`src/rtl/apb_slave_bridge.sv`:
```
// APB slave to register-file bridge: one outstanding transfer, registered outputs.
// Ports: APB slave (psel/penable/pwrite/paddr/pwdata/pstrb -> pready/pslverr/prdata),
//        busy_i write gate, RF request side (rf_req/we/addr/wdata/be <- rf_ack/rdata/err).
module apb_slave_bridge #(
    parameter int BUS_WIDTH  = 32,
    parameter int ADDR_WIDTH = 16,
    parameter int STRB_WIDTH = BUS_WIDTH / 8,
    parameter int TIMEOUT    = 15
) (
    input  logic                  clk_i,
    input  logic                  rst_ni,
    input  logic                  psel_i,
    input  logic                  penable_i,
    input  logic                  pwrite_i,
    input  logic [ADDR_WIDTH-1:0] paddr_i,
    input  logic [BUS_WIDTH-1:0]  pwdata_i,
    input  logic [STRB_WIDTH-1:0] pstrb_i,
    output logic                  pready_o,
    output logic                  pslverr_o,
    output logic [BUS_WIDTH-1:0]  prdata_o,
    input  logic                  busy_i,
    output logic                  rf_req_o,
    output logic                  rf_we_o,
    output logic [ADDR_WIDTH-1:0] rf_addr_o,
    output logic [BUS_WIDTH-1:0]  rf_wdata_o,
    output logic [STRB_WIDTH-1:0] rf_be_o,
    input  logic                  rf_ack_i,
    input  logic [BUS_WIDTH-1:0]  rf_rdata_i,
    input  logic                  rf_err_i
);

    localparam int CW = (TIMEOUT > 1) ? $clog2(TIMEOUT + 1) : 1;
    localparam logic [ADDR_WIDTH-1:0] ALIGN_MASK = ADDR_WIDTH'(STRB_WIDTH - 1);
    localparam logic [CW-1:0] CNT_LAST = CW'(TIMEOUT - 1);

    typedef enum logic [1:0] {
        IDLE,
        REQ,
        WAIT,
        RESP
    } state_t;

    state_t                r_state;
    state_t                w_state_nxt;
    logic [CW-1:0]         r_cnt;
    logic [CW-1:0]         w_cnt_nxt;
    logic                  r_abort;
    logic                  w_abort_nxt;
    logic                  w_abort_now;
    logic                  w_misalign;
    logic                  w_setup;

    logic                  r_pready;
    logic                  r_pslverr;
    logic [BUS_WIDTH-1:0]  r_prdata;
    logic                  r_rf_req;
    logic                  r_rf_we;
    logic [ADDR_WIDTH-1:0] r_rf_addr;
    logic [BUS_WIDTH-1:0]  r_rf_wdata;
    logic [STRB_WIDTH-1:0] r_rf_be;

    logic                  w_pready_nxt;
    logic                  w_pslverr_nxt;
    logic [BUS_WIDTH-1:0]  w_prdata_nxt;
    logic                  w_rf_req_nxt;
    logic                  w_rf_we_nxt;
    logic [ADDR_WIDTH-1:0] w_rf_addr_nxt;
    logic [BUS_WIDTH-1:0]  w_rf_wdata_nxt;
    logic [STRB_WIDTH-1:0] w_rf_be_nxt;

    assign w_misalign  = |(paddr_i & ALIGN_MASK);
    assign w_setup     = psel_i && !penable_i;
    // Once the master drops psel mid-transfer the response is thrown away.
    assign w_abort_now = r_abort || !psel_i;

    always_ff @(posedge clk_i or negedge rst_ni) begin
        if (!rst_ni) begin
            r_state    <= IDLE;
            r_cnt      <= '0;
            r_abort    <= 1'b0;
            r_pready   <= 1'b0;
            r_pslverr  <= 1'b0;
            r_prdata   <= '0;
            r_rf_req   <= 1'b0;
            r_rf_we    <= 1'b0;
            r_rf_addr  <= '0;
            r_rf_wdata <= '0;
            r_rf_be    <= '0;
        end else begin
            r_state    <= w_state_nxt;
            r_cnt      <= w_cnt_nxt;
            r_abort    <= w_abort_nxt;
            r_pready   <= w_pready_nxt;
            r_pslverr  <= w_pslverr_nxt;
            r_prdata   <= w_prdata_nxt;
            r_rf_req   <= w_rf_req_nxt;
            r_rf_we    <= w_rf_we_nxt;
            r_rf_addr  <= w_rf_addr_nxt;
            r_rf_wdata <= w_rf_wdata_nxt;
            r_rf_be    <= w_rf_be_nxt;
        end
    end

    always_comb begin
        w_state_nxt    = r_state;
        w_cnt_nxt      = r_cnt;
        w_abort_nxt    = r_abort;
        w_pready_nxt   = 1'b0;
        w_pslverr_nxt  = 1'b0;
        w_prdata_nxt   = '0;
        w_rf_req_nxt   = 1'b0;
        w_rf_we_nxt    = r_rf_we;
        w_rf_addr_nxt  = r_rf_addr;
        w_rf_wdata_nxt = r_rf_wdata;
        w_rf_be_nxt    = r_rf_be;

        unique case (r_state)
            IDLE: begin
                w_abort_nxt = 1'b0;
                if (w_setup) begin
                    if (w_misalign || (pwrite_i && busy_i)) begin
                        w_state_nxt   = RESP;
                        w_pready_nxt  = 1'b1;
                        w_pslverr_nxt = 1'b1;
                    end else if (pwrite_i && (pstrb_i == '0)) begin
                        w_state_nxt  = RESP;
                        w_pready_nxt = 1'b1;
                    end else begin
                        // Capture straight into the RF outputs; REQ is next.
                        w_state_nxt    = REQ;
                        w_cnt_nxt      = '0;
                        w_rf_req_nxt   = 1'b1;
                        w_rf_we_nxt    = pwrite_i;
                        w_rf_addr_nxt  = paddr_i;
                        w_rf_wdata_nxt = pwrite_i ? pwdata_i : '0;
                        w_rf_be_nxt    = pwrite_i ? pstrb_i : '1;
                    end
                end
            end
            REQ: begin
                w_state_nxt = WAIT;
                w_cnt_nxt   = '0;
                if (!psel_i) begin
                    w_abort_nxt = 1'b1;
                end
            end
            WAIT: begin
                if (!psel_i) begin
                    w_abort_nxt = 1'b1;
                end
                if (rf_ack_i) begin
                    if (w_abort_now) begin
                        w_state_nxt = IDLE;
                    end else begin
                        w_state_nxt   = RESP;
                        w_pready_nxt  = 1'b1;
                        w_pslverr_nxt = rf_err_i;
                        w_prdata_nxt  = r_rf_we ? '0 : rf_rdata_i;
                    end
                end else if ((TIMEOUT > 0) && (r_cnt == CNT_LAST)) begin
                    if (w_abort_now) begin
                        w_state_nxt = IDLE;
                    end else begin
                        w_state_nxt   = RESP;
                        w_pready_nxt  = 1'b1;
                        w_pslverr_nxt = 1'b1;
                    end
                end else begin
                    w_cnt_nxt = r_cnt + 1'b1;
                end
            end
            RESP: begin
                w_state_nxt = IDLE;
            end
            default: begin
                w_state_nxt = IDLE;
            end
        endcase
    end

    assign pready_o   = r_pready;
    assign pslverr_o  = r_pslverr;
    assign prdata_o   = r_prdata;
    assign rf_req_o   = r_rf_req;
    assign rf_we_o    = r_rf_we;
    assign rf_addr_o  = r_rf_addr;
    assign rf_wdata_o = r_rf_wdata;
    assign rf_be_o    = r_rf_be;

endmodule

```
`config.mk`:
```
export PLATFORM = sky130hd
export DESIGN_NAME = apb_slave_bridge
export DESIGN_NICKNAME = d
export VERILOG_FILES = /design/src/rtl/apb_slave_bridge.sv
export SDC_FILE = /design/constraint.sdc
export NUM_CORES = 1
export LEC_CHECK = 0
export CAP_MARGIN = 20
export CORE_ASPECT_RATIO = 0.6
export CORE_MARGIN = 2
export CORE_UTILIZATION = 44
export CTS_CLUSTER_DIAMETER = 120
export DETAILED_ROUTE_END_ITERATION = 10
export HOLD_SLACK_MARGIN = 0.08
export PLACE_DENSITY = 0.82
export SLEW_MARGIN = 30
export SYNTH_ARGS = -nofsm -noshare
export SYNTH_HDL_FRONTEND = slang
export SYNTH_SLANG_ARGS = --single-unit
```
`constraint.sdc`:
```
create_clock -name clk_i -period 3.7 [get_ports clk_i]
set_clock_uncertainty 0.1 [all_clocks]
set_input_delay 0.37 -clock clk_i [delete_from_list [all_inputs] [get_ports clk_i]]
set_output_delay 0.37 -clock clk_i [all_outputs]
set_load 0.05 [all_outputs]
```
==> flow_summary_export.csv, run 1 <==
group,metric,value,unit
sta,finalWorstSetupSlack,0.997,ns
pwr,power.leakage,2.76,nW
detailed_routing,wl_per_cell,15.2,um
place,dp_hpwl,6.95,mm
grt,grt_usage,0.207,
cells_and_area,final_cell_area,0.00598,mm^2
synthesis,synth_area_leaders,"dfrtp_1, nand2_1, mux2_4",
clocking,worstSkewPairLatency,0.33,ns
grt,grt-ovfl-total,0,
cells_and_area,layout.nets,602,
clocking,holdBufCountCts,1,
clocking,cts-htree-levels,3,
floorplan,row_count,26,
clocking,clk_pin_slew,0.06,ns
cells_and_area,area_growth,59.4,%
synthesis,synth_flop_cell,"dfrtp_1",
synthesis,synth_cell_types,32,
clocking,post_cts_buffers,0,
synthesis,synthArstFlopShare,1.00,
synthesis,netlist.area_leader.share,0.634,
detailed_routing,post-route-drc-count,0,
sta,min_period_over_period,0.731,
sta,finalHoldViolCount,0,
synthesis,ys_seq_area_frac,0.634,
critical_path,start_kind,"primary input",
floorplan,start_util,0.447,
synthesis,syn-num-nets,424,
flow_run,maxCapViolations,0,
synthesis,synthCells,326,
place,io_buffers,179,
place,dp_slack,0.668,ns
floorplan,fp.dieW,123,um
floorplan,die-area,0.00930,mm^2
synthesis,synth.most_common_cell,"dfrtp_1",
detailed_routing,vias,2961,
sta,fin_setup_tns,0,ns
detailed_routing,ant_nets,0,
synthesis,synth_warnings,0,
pwr,p_per_area,749,mW/mm^2
place,place_inst,604,
clocking,cts_tree,"built",
critical_path,critPathRequiredTime,3.82,ns
sta,maxSlewHeadroom,0.489,
clocking,clock_path_buffers,2,
floorplan,placeableCoreArea,0.00839,mm^2
cells_and_area,final_cells,621,
synthesis,synth_edf_count,0,
clocking,cts.sinks,95,
grt,grt_pass1_wl,14.6,mm
place,place.gp.congestion,0.773,
cells_and_area,drive_gt1_frac,0.0806,
synthesis,synthTopCellsByCount,"dfrtp_1, nand2_1, o21ai_0",
grt,antenna_found_initial,0,
floorplan,dieHeight,75.5,um
synthesis,synth-seq-cells,95,
sta,rsz0062_at_grt,"no",
synthesis,netlist_area,0.00375,mm^2
place,place_area,0.00563,mm^2
grt,grt_pass1_vias,2985,
critical_path,crit_arrival,2.82,ns
grt,grt_start_max_net_pins,70,
clocking,cts_buffers,9,
critical_path,critPathCaptureType,"flop",
sta,tightest_slew,0.767,ns
sta,slew_violations,0,
hold_path,min_path_type,"flop to flop",
synthesis,avgSynthCellArea,11.5,um^2
cells_and_area,n_antenna_cell,0,
clocking,post_cts_resized,0,
status,status,"finished clean",
detailed_routing,drtIter0Drc,174,
floorplan,io_pins,180,
critical_path,critPathKind,"primary input to flop",
pwr,ir_drop,0.418,mV
detailed_routing,viasPerCell,4.77,
detailed_routing,first_pass_iters,6,
sta,finalSetupViolations,0,
critical_path,critPathMaxFanout,56,
sta,timing.fmax,370,MHz
detailed_routing,finalWirelength,9.45,mm
sta,period_minus_slack,2.70,ns
synthesis,synth.largest_area_cell,"dfrtp_1",
clocking,ctsRootBufferMaster,"clkbuf_16",
## cells by family (layout without fill, tap and decap cells)
| group | Yosys count | count (layout) | synth area share |
|---|---|---|---|
| multiplexers | 17 | 17 | 0.0657 |
| buffers and inverters | 25 | 208 | 0.0320 |
| flip-flops | 95 | 95 | 0.634 |
| adder cells (fa/ha/maj) | 6 | 6 | 0.0200 |
| AO/OA/AOI/OAI | 58 | 58 | 0.0901 |
| AND/OR/NAND/NOR | 125 | 125 | 0.158 |
## sequential cells by signal, summed over array words and instances (netlist names)
register    count
prdata_o       32
pready_o        1
pslverr_o       1
r_abort         1
r_cnt           4
r_state         2
rf_addr_o      16
rf_be_o         4
rf_req_o        1
rf_wdata_o     32
rf_we_o         1
## report_power, final
group          switching (mW)  internal [mW]
logic                    1.26          0.732
clock network           0.384          0.632
registers               0.165           1.31
total                    1.81           2.68
## cell usage in the layout, fill, tap and decap left out, drive strengths merged
cell type	instances
clkdlybuf4s50	178
dfrtp	95
nand2	73
o21ai	39
and2	34
mux2	16
clkbuf	12
inv	7
buf	7
ha	6
nor2b	5
nor2	4
a211o	4
nand3b	3
a211oi	2
a21oi	2
o22ai	2
a31oi	2
a21o	2
bufinv	2
nor3b	1
nand3	1
nor3	1
nand2b	1
a22oi	1
a31o	1
a221o	1
a2111oi	1
and3b	1
mux2i	1
o211ai	1
and3	1
clkinvlp	1
dlygate4sd3	1
## metal layers
layer / vias to the layer above / wire length (um) / GRT usage
li1: 1423 / - / -
met1: 1409 / 4060 / 0.274
met2: 116 / 4490 / 0.330
met3: 13 / 777 / 0.0749
met4: 0 / 121 / 0.0480
met5: - / 0 / 0
## metrics by stage
stage	hold WS, ns	util	total power, mW
after floorplan	-0.0256	-	2.75
after global placement	0.364	0.671	3.45
after detailed placement	0.370	0.671	3.49
after CTS	0.384	0.712	4.52
after global routing	0.417	0.713	4.70
final	0.377	0.713	4.48
## final timing paths
path	start	slack, ns	cells after the start	endpoint
min in group asynchronous	rst_ni	0.51	2	prdata_o[30]
min	rf_wdata_o[1]	0.38	2	rf_wdata_o[1]
min reg2reg	rf_wdata_o[1]	0.38	2	rf_wdata_o[1]
max reg2reg	r_state[0]	1.10	6	rf_addr_o[10]
max in group asynchronous	rst_ni	2.34	3	rf_addr_o[13]
max	pwrite_i	1.0	5	rf_addr_o[10]
## cell type report
class | instances | area, um^2
tap | 112 | 140
inverter | 6 | 22.5
clock buffer | 12 | 256
clock inverter | 4 | 76.3
sequential | 95 | 2380
timing repair buffer | 186 | 1850
multi-input combinational | 206 | 1260
fill | 604 | 2410
## critical path, stage by stage
cell             delay (ns)
clkdlybuf4s50_1        0.67
nor2b_1                0.32
a211o_2                0.70
buf_4                  0.40
mux2_4                 0.33
Note: power is estimated with default switching activity, not from simulation.
==> run 2, diff against run 1 <==
CORE_UTILIZATION = 41   (was 44)
PLACE_DENSITY = 0.77   (was 0.82)
clock period = 2.6 ns   (was 3.7 ns; I/O delays follow)
==> run 2 against run 1 <==
Against the previous run:
- combinational power rose by 44%
- worst hold slack got worse by 0.0019 ns
- non-clock buffer count did not move
- register-to-register slack got worse by 0.64 ns
- design area fell by 0.19%
- sequential power rose by 43%
- first-iteration DRC count rose by 45%
- clock-buffer cell count fell by 1
- total power rose by 40%
- critical endpoint is now rf_addr_o[3]
- highest routed layer unchanged
==> flow_summary_export.csv, run 2 (synthesis gave the netlist of run 1 again) <==
group,metric,value,unit
grt,grt-ovfl-total,0,
cells_and_area,layout.nets,602,
cells_and_area,multi_input_area,0.00126,mm^2
clocking,clock_path_buffers,2,
detailed_routing,drtIter0Drc,252,
place,place_inst,604,
grt,antenna_found_initial,0,
cells_and_area,final_cell_mix,"clkdlybuf4s50_1, dfrtp_1, nand2_1",
critical_path,critPathCaptureType,"flop",
sta,tightest_slew,0.682,ns
sta,rsz0062_at_grt,"no",
critical_path,critPathKind,"flop to flop",
clocking,ctsRootBufferMaster,"clkbuf_16",
clocking,cts.sinks,95,
cells_and_area,nFillCells,677,
pwr,p_per_area,1050,mW/mm^2
sta,maxSlewHeadroom,0.545,
status,status,"finished clean",
clocking,cts_tree,"built",
flow_run,maxCapViolations,0,
detailed_routing,viasPerCell,4.79,
critical_path,critPathRequiredTime,2.72,ns
sta,finalHoldViolCount,0,
place,dp_hpwl,7.00,mm
hold_path,min_to,"prdata_o[13]",
grt,grt_pass1_wl,15.7,mm
place,place.gp.congestion,0.837,
hold_path,min_path_type,"primary input to flop",
detailed_routing,ant_nets,0,
cells_and_area,drive_gt1_frac,0.0806,
clocking,cts-htree-levels,3,
sta,fin_setup_tns,0,ns
clocking,cts_buffers,9,
clocking,clk_pin_slew,0.06,ns
place,dp_slack,0.411,ns
clocking,worstSkewPairLatency,0.34,ns
clocking,post_cts_resized,0,
grt,grt_pass1_vias,3017,
grt,grt_start_max_net_pins,66,
grt,grt_usage,0.203,
cells_and_area,regArea,0.00238,mm^2
pwr,power,6.27,mW
floorplan,fp.dieW,127,um
detailed_routing,wl_per_cell,15.7,um
critical_path,reg2reg_to,"rf_addr_o[3]",
cells_and_area,fin_util,0.687,
floorplan,dieHeight,78.1,um
pwr,power.leakage,2.75,nW
detailed_routing,finalWirelength,9.72,mm
critical_path,ff2ff_setup_slack,0.46,ns
critical_path,critPathMaxFanout,65,
sta,min_period_over_period,0.824,
floorplan,die-area,0.00996,mm^2
sta,timing.fmax,467,MHz
sta,slew_violations,0,
detailed_routing,first_pass_iters,4,
clocking,holdBufCountCts,1,
floorplan,row_count,26,
critical_path,start_kind,"flop",
cells_and_area,final_common_cell,"clkdlybuf4s50_1",
cells_and_area,area_growth,59.1,%
sta,finalWorstSetupSlack,0.459,ns
floorplan,start_util,0.432,
detailed_routing,vias,2974,
cells_and_area,final_cells,621,
cells_and_area,n_antenna_cell,0,
floorplan,placeableCoreArea,0.00869,mm^2
sta,period_minus_slack,2.14,ns
hold_path,worstHoldStart,"rf_rdata_i[13]",
pwr,ir_drop,0.558,mV
critical_path,crit_arrival,2.26,ns
floorplan,io_pins,180,
critical_path,r2r_start,"r_state[1]",
hold_path,worstHoldPathCells,2,
place,io_buffers,179,
detailed_routing,post-route-drc-count,0,
critical_path,rr_worst_depth,6,
clocking,post_cts_buffers,0,
sta,finalSetupViolations,0,
[run 2: changes by cell type in the layout (fill, tap and decap cells not counted)]
cell,before,now
buf_12,0,2
buf_4,6,5
buf_6,1,0
bufinv_16,2,1
clkbuf_8,2,1
clkinv_2,0,1
clkinvlp_4,1,3
inv_6,1,0
[run 2: worst max-delay path, stage by stage (launching register included)]
cell and delay, ns:
dfrtp_1 0.41, inv_1 0.11, ha_1 0.32, nand3b_1 0.19, a211o_2 0.33, buf_12 0.20
mux2_4 0.33
[run 2: through the flow]
step	area (um^2)	hold WS, ns
2_1_floorplan	3750	-0.136
3_3_place_gp	5660	0.240
3_5_place_dp	5660	0.251
4_1_cts	5970	0.360
5_1_grt	5970	0.367
6_report	5970	0.375
[run 2: final cells by class]
cell class                 count  share of cell area
inverter                       6             0.00377
clock inverter                 5             0.00964
tap                          112              0.0235
timing repair buffer         186               0.313
multi-input combinational    206               0.211
sequential                    95               0.398
clock buffer                  11              0.0407
[run 2: how the worst max path moves through the flow]
stage                from       endpoint  slack, ns  cells past startpoint
2_1_floorplan  r_state[0]  rf_addr_o[10]       0.72                      8
4_1_cts        r_state[1]   rf_addr_o[3]       0.49                      6
3_3_place_gp     pwrite_i  rf_addr_o[14]       0.46                      5
3_5_place_dp     pwrite_i  rf_addr_o[15]       0.41                      5
6_report       r_state[1]   rf_addr_o[3]       0.46                      6
5_1_grt        r_state[1]   rf_addr_o[3]       0.36                      6
[run 2: where the power goes]
group          leakage, nW  internal [mW]  switching (mW)  total (mW)
sequential            1.28           1.87           0.240        2.11
combinational         1.34           1.05            1.81        2.86
clock                0.138          0.770           0.536        1.31
total                 2.75           3.69            2.58        6.27
[run 2: layer usage]
metal	part of all wire	global-route usage	vias to the layer above
li1	-	-	1425
met1	0.46	0.281	1420
met2	0.45	0.306	119
met3	0.078	0.0702	10
met4	0.012	0.0538	0
met5	0	0	-
==> run 3, diff against run 2 <==
clock period = 2 ns   (was 2.6 ns; I/O delays follow)
==> run 3 against run 2 <==
Against the previous run:
- worst hold slack got worse by 0.059 ns
- worst setup slack got worse by 0.39 ns
- design area rose by 3.6%
- combinational power rose by 35%
- register-to-register slack got worse by 0.39 ns
- clock power rose by 42%
- die area did not move
- via count rose by 1.5%
- critical path depth did not move
- first-iteration DRC count fell by 56%
- maximum frequency rose by 11%
- total power rose by 35%
- critical path type unchanged
==> flow_summary_export.csv, run 3 (synthesis gave the netlist of run 1 again) <==
group,metric,value,unit
sta,period_minus_slack,1.93,ns
grt,grt_pass1_wl,16.0,mm
sta,min_period_over_period,0.967,
clocking,worstSkewPairLatency,0.33,ns
sta,finalHoldViolCount,0,
pwr,switching_share,0.400,
floorplan,dieHeight,78.1,um
detailed_routing,vias,3018,
grt,grt_start_max_net_pins,96,
flow_run,maxCapViolations,0,
pwr,switchingPower,3.39,mW
grt,grt-ovfl-total,0,
floorplan,placeableCoreArea,0.00869,mm^2
grt,grt_pass1_vias,3135,
critical_path,critPathMaxFanout,4,
clocking,clock_path_buffers,2,
cells_and_area,layout.nets,622,
floorplan,start_util,0.432,
pwr,p_int,5.08,mW
grt,grt_usage,0.203,
cells_and_area,area_growth,64.9,%
pwr,power,8.47,mW
sta,slew_violations,0,
cells_and_area,n_antenna_cell,0,
pwr,ir_drop,1.20,mV
clocking,cts.sinks,95,
floorplan,die-area,0.00996,mm^2
clocking,cts-htree-levels,3,
pwr,p_per_area,1370,mW/mm^2
pwr,pwr-share-seq,0.323,
grt,antenna_found_initial,0,
clocking,cts_tree,"built",
sta,tightest_slew,0.543,ns
floorplan,row_count,26,
critical_path,start_kind,"flop",
clocking,cts_buffers,9,
critical_path,critPathRequiredTime,2.12,ns
detailed_routing,wl_per_cell,15.3,um
pwr,power.leakage,2.87,nW
place,dp_slack,-0.0576,ns
sta,finalSetupViolations,0,
sta,timing.fmax,517,MHz
detailed_routing,post-route-drc-count,0,
sta,finalWorstSetupSlack,0.0658,ns
clocking,ctsRootBufferMaster,"clkbuf_16",
place,place_area,0.00580,mm^2
sta,rsz0062_at_grt,"no",
sta,fin_setup_tns,0,ns
floorplan,io_pins,180,
place,io_buffers,179,
cells_and_area,fin_util,0.712,
critical_path,crit_arrival,2.05,ns
detailed_routing,drtIter0Drc,111,
pwr,clkPwrFrac,0.220,
status,status,"finished clean",
place,dp_hpwl,7.13,mm
detailed_routing,viasPerCell,4.72,
sta,maxSlewHeadroom,0.637,
detailed_routing,first_pass_iters,4,
detailed_routing,ant_nets,0,
cells_and_area,drive_gt1_frac,0.127,
place,place.gp.congestion,0.864,
pwr,combinationalPowerShare,0.457,
cells_and_area,final_cell_area,0.00619,mm^2
hold_path,min_path_type,"primary input to flop",
critical_path,critPathKind,"flop to flop",
floorplan,fp.dieW,127,um
cells_and_area,final_common_cell,"clkdlybuf4s50_1",
critical_path,critPathCaptureType,"flop",
cells_and_area,final_cell_mix,"clkdlybuf4s50_1, dfrtp_1, nand2_1",
clocking,clk_pin_slew,0.07,ns
detailed_routing,finalWirelength,9.76,mm
[run 3: changes by cell type in the layout (fill, tap and decap cells not counted), sizes merged]
cell      change
bufinv        +1
clkinvlp      -3
buf          +20
inv           +1
[run 3: path summary, 6_finish.rpt]
path	startpoint	endpoint	slack, ns	cells after the start
max reg2reg	r_cnt[0]	r_cnt[3]	0.07	6
min in group asynchronous	rst_ni	prdata_o[4]	0.35	3
max	r_cnt[0]	r_cnt[3]	0.07	6
min reg2reg	rf_wdata_o[26]	rf_wdata_o[26]	0.38	2
min	rf_rdata_i[13]	prdata_o[13]	0.32	2
max in group asynchronous	rst_ni	rf_wdata_o[7]	1.07	3
[run 3: through the flow]
stage               hold WS (ns)  instances
floorplan                 -0.196        326
global placement           0.189        619
detailed placement         0.195        619
CTS                        0.301        636
global route               0.315        640
finish                     0.316        640
[run 3: power groups by stage]
stage / sequential (mW) / clock (mW) / combinational (mW)
2_1_floorplan: 4.32 / 0 / 0.764
3_3_place_gp: 2.74 / 0 / 3.72
3_5_place_dp: 2.76 / 0 / 3.79
4_1_cts: 2.74 / 1.91 / 3.82
5_1_grt: 2.80 / 1.98 / 4.08
6_report: 2.74 / 1.86 / 3.87
[run 3: final cells by class]
type,instances,area (um^2)
Clock buffer,11,253
Tap cell,112,140
Clock inverter,4,77.6
Inverter,6,22.5
Fill cell,612,2500
Sequential cell,95,2380
Multi-Input combinational cell,206,1270
Timing Repair Buffer,206,2040
[run 3: worst max-delay path, stage by stage (launching register included)]
cell	delay, ns
dfrtp_1	0.37
inv_2	0.05
ha_2	0.20
a31o_2	0.24
a221o_1	0.35
a21o_1	0.22
a211o_1	0.30
[run 3: what timing repair did]
action / 4_1_cts / 5_1_grt
resized for setup: 2 / 7
hold buffers: 1 / 0
endpoints found under the setup margin: 3 / 33
buffers inserted: 1 / 4
hold endpoints to repair: 95 / 0
[run 3: routing by layer]
metal | vias up | share of wire | GRT usage
met4 | 0 | 0.0083 | 0.0440
met2 | 111 | 0.48 | 0.321
met5 | - | 0 | 0
met1 | 1431 | 0.44 | 0.274
met3 | 7 | 0.073 | 0.0695
li1 | 1469 | - | -
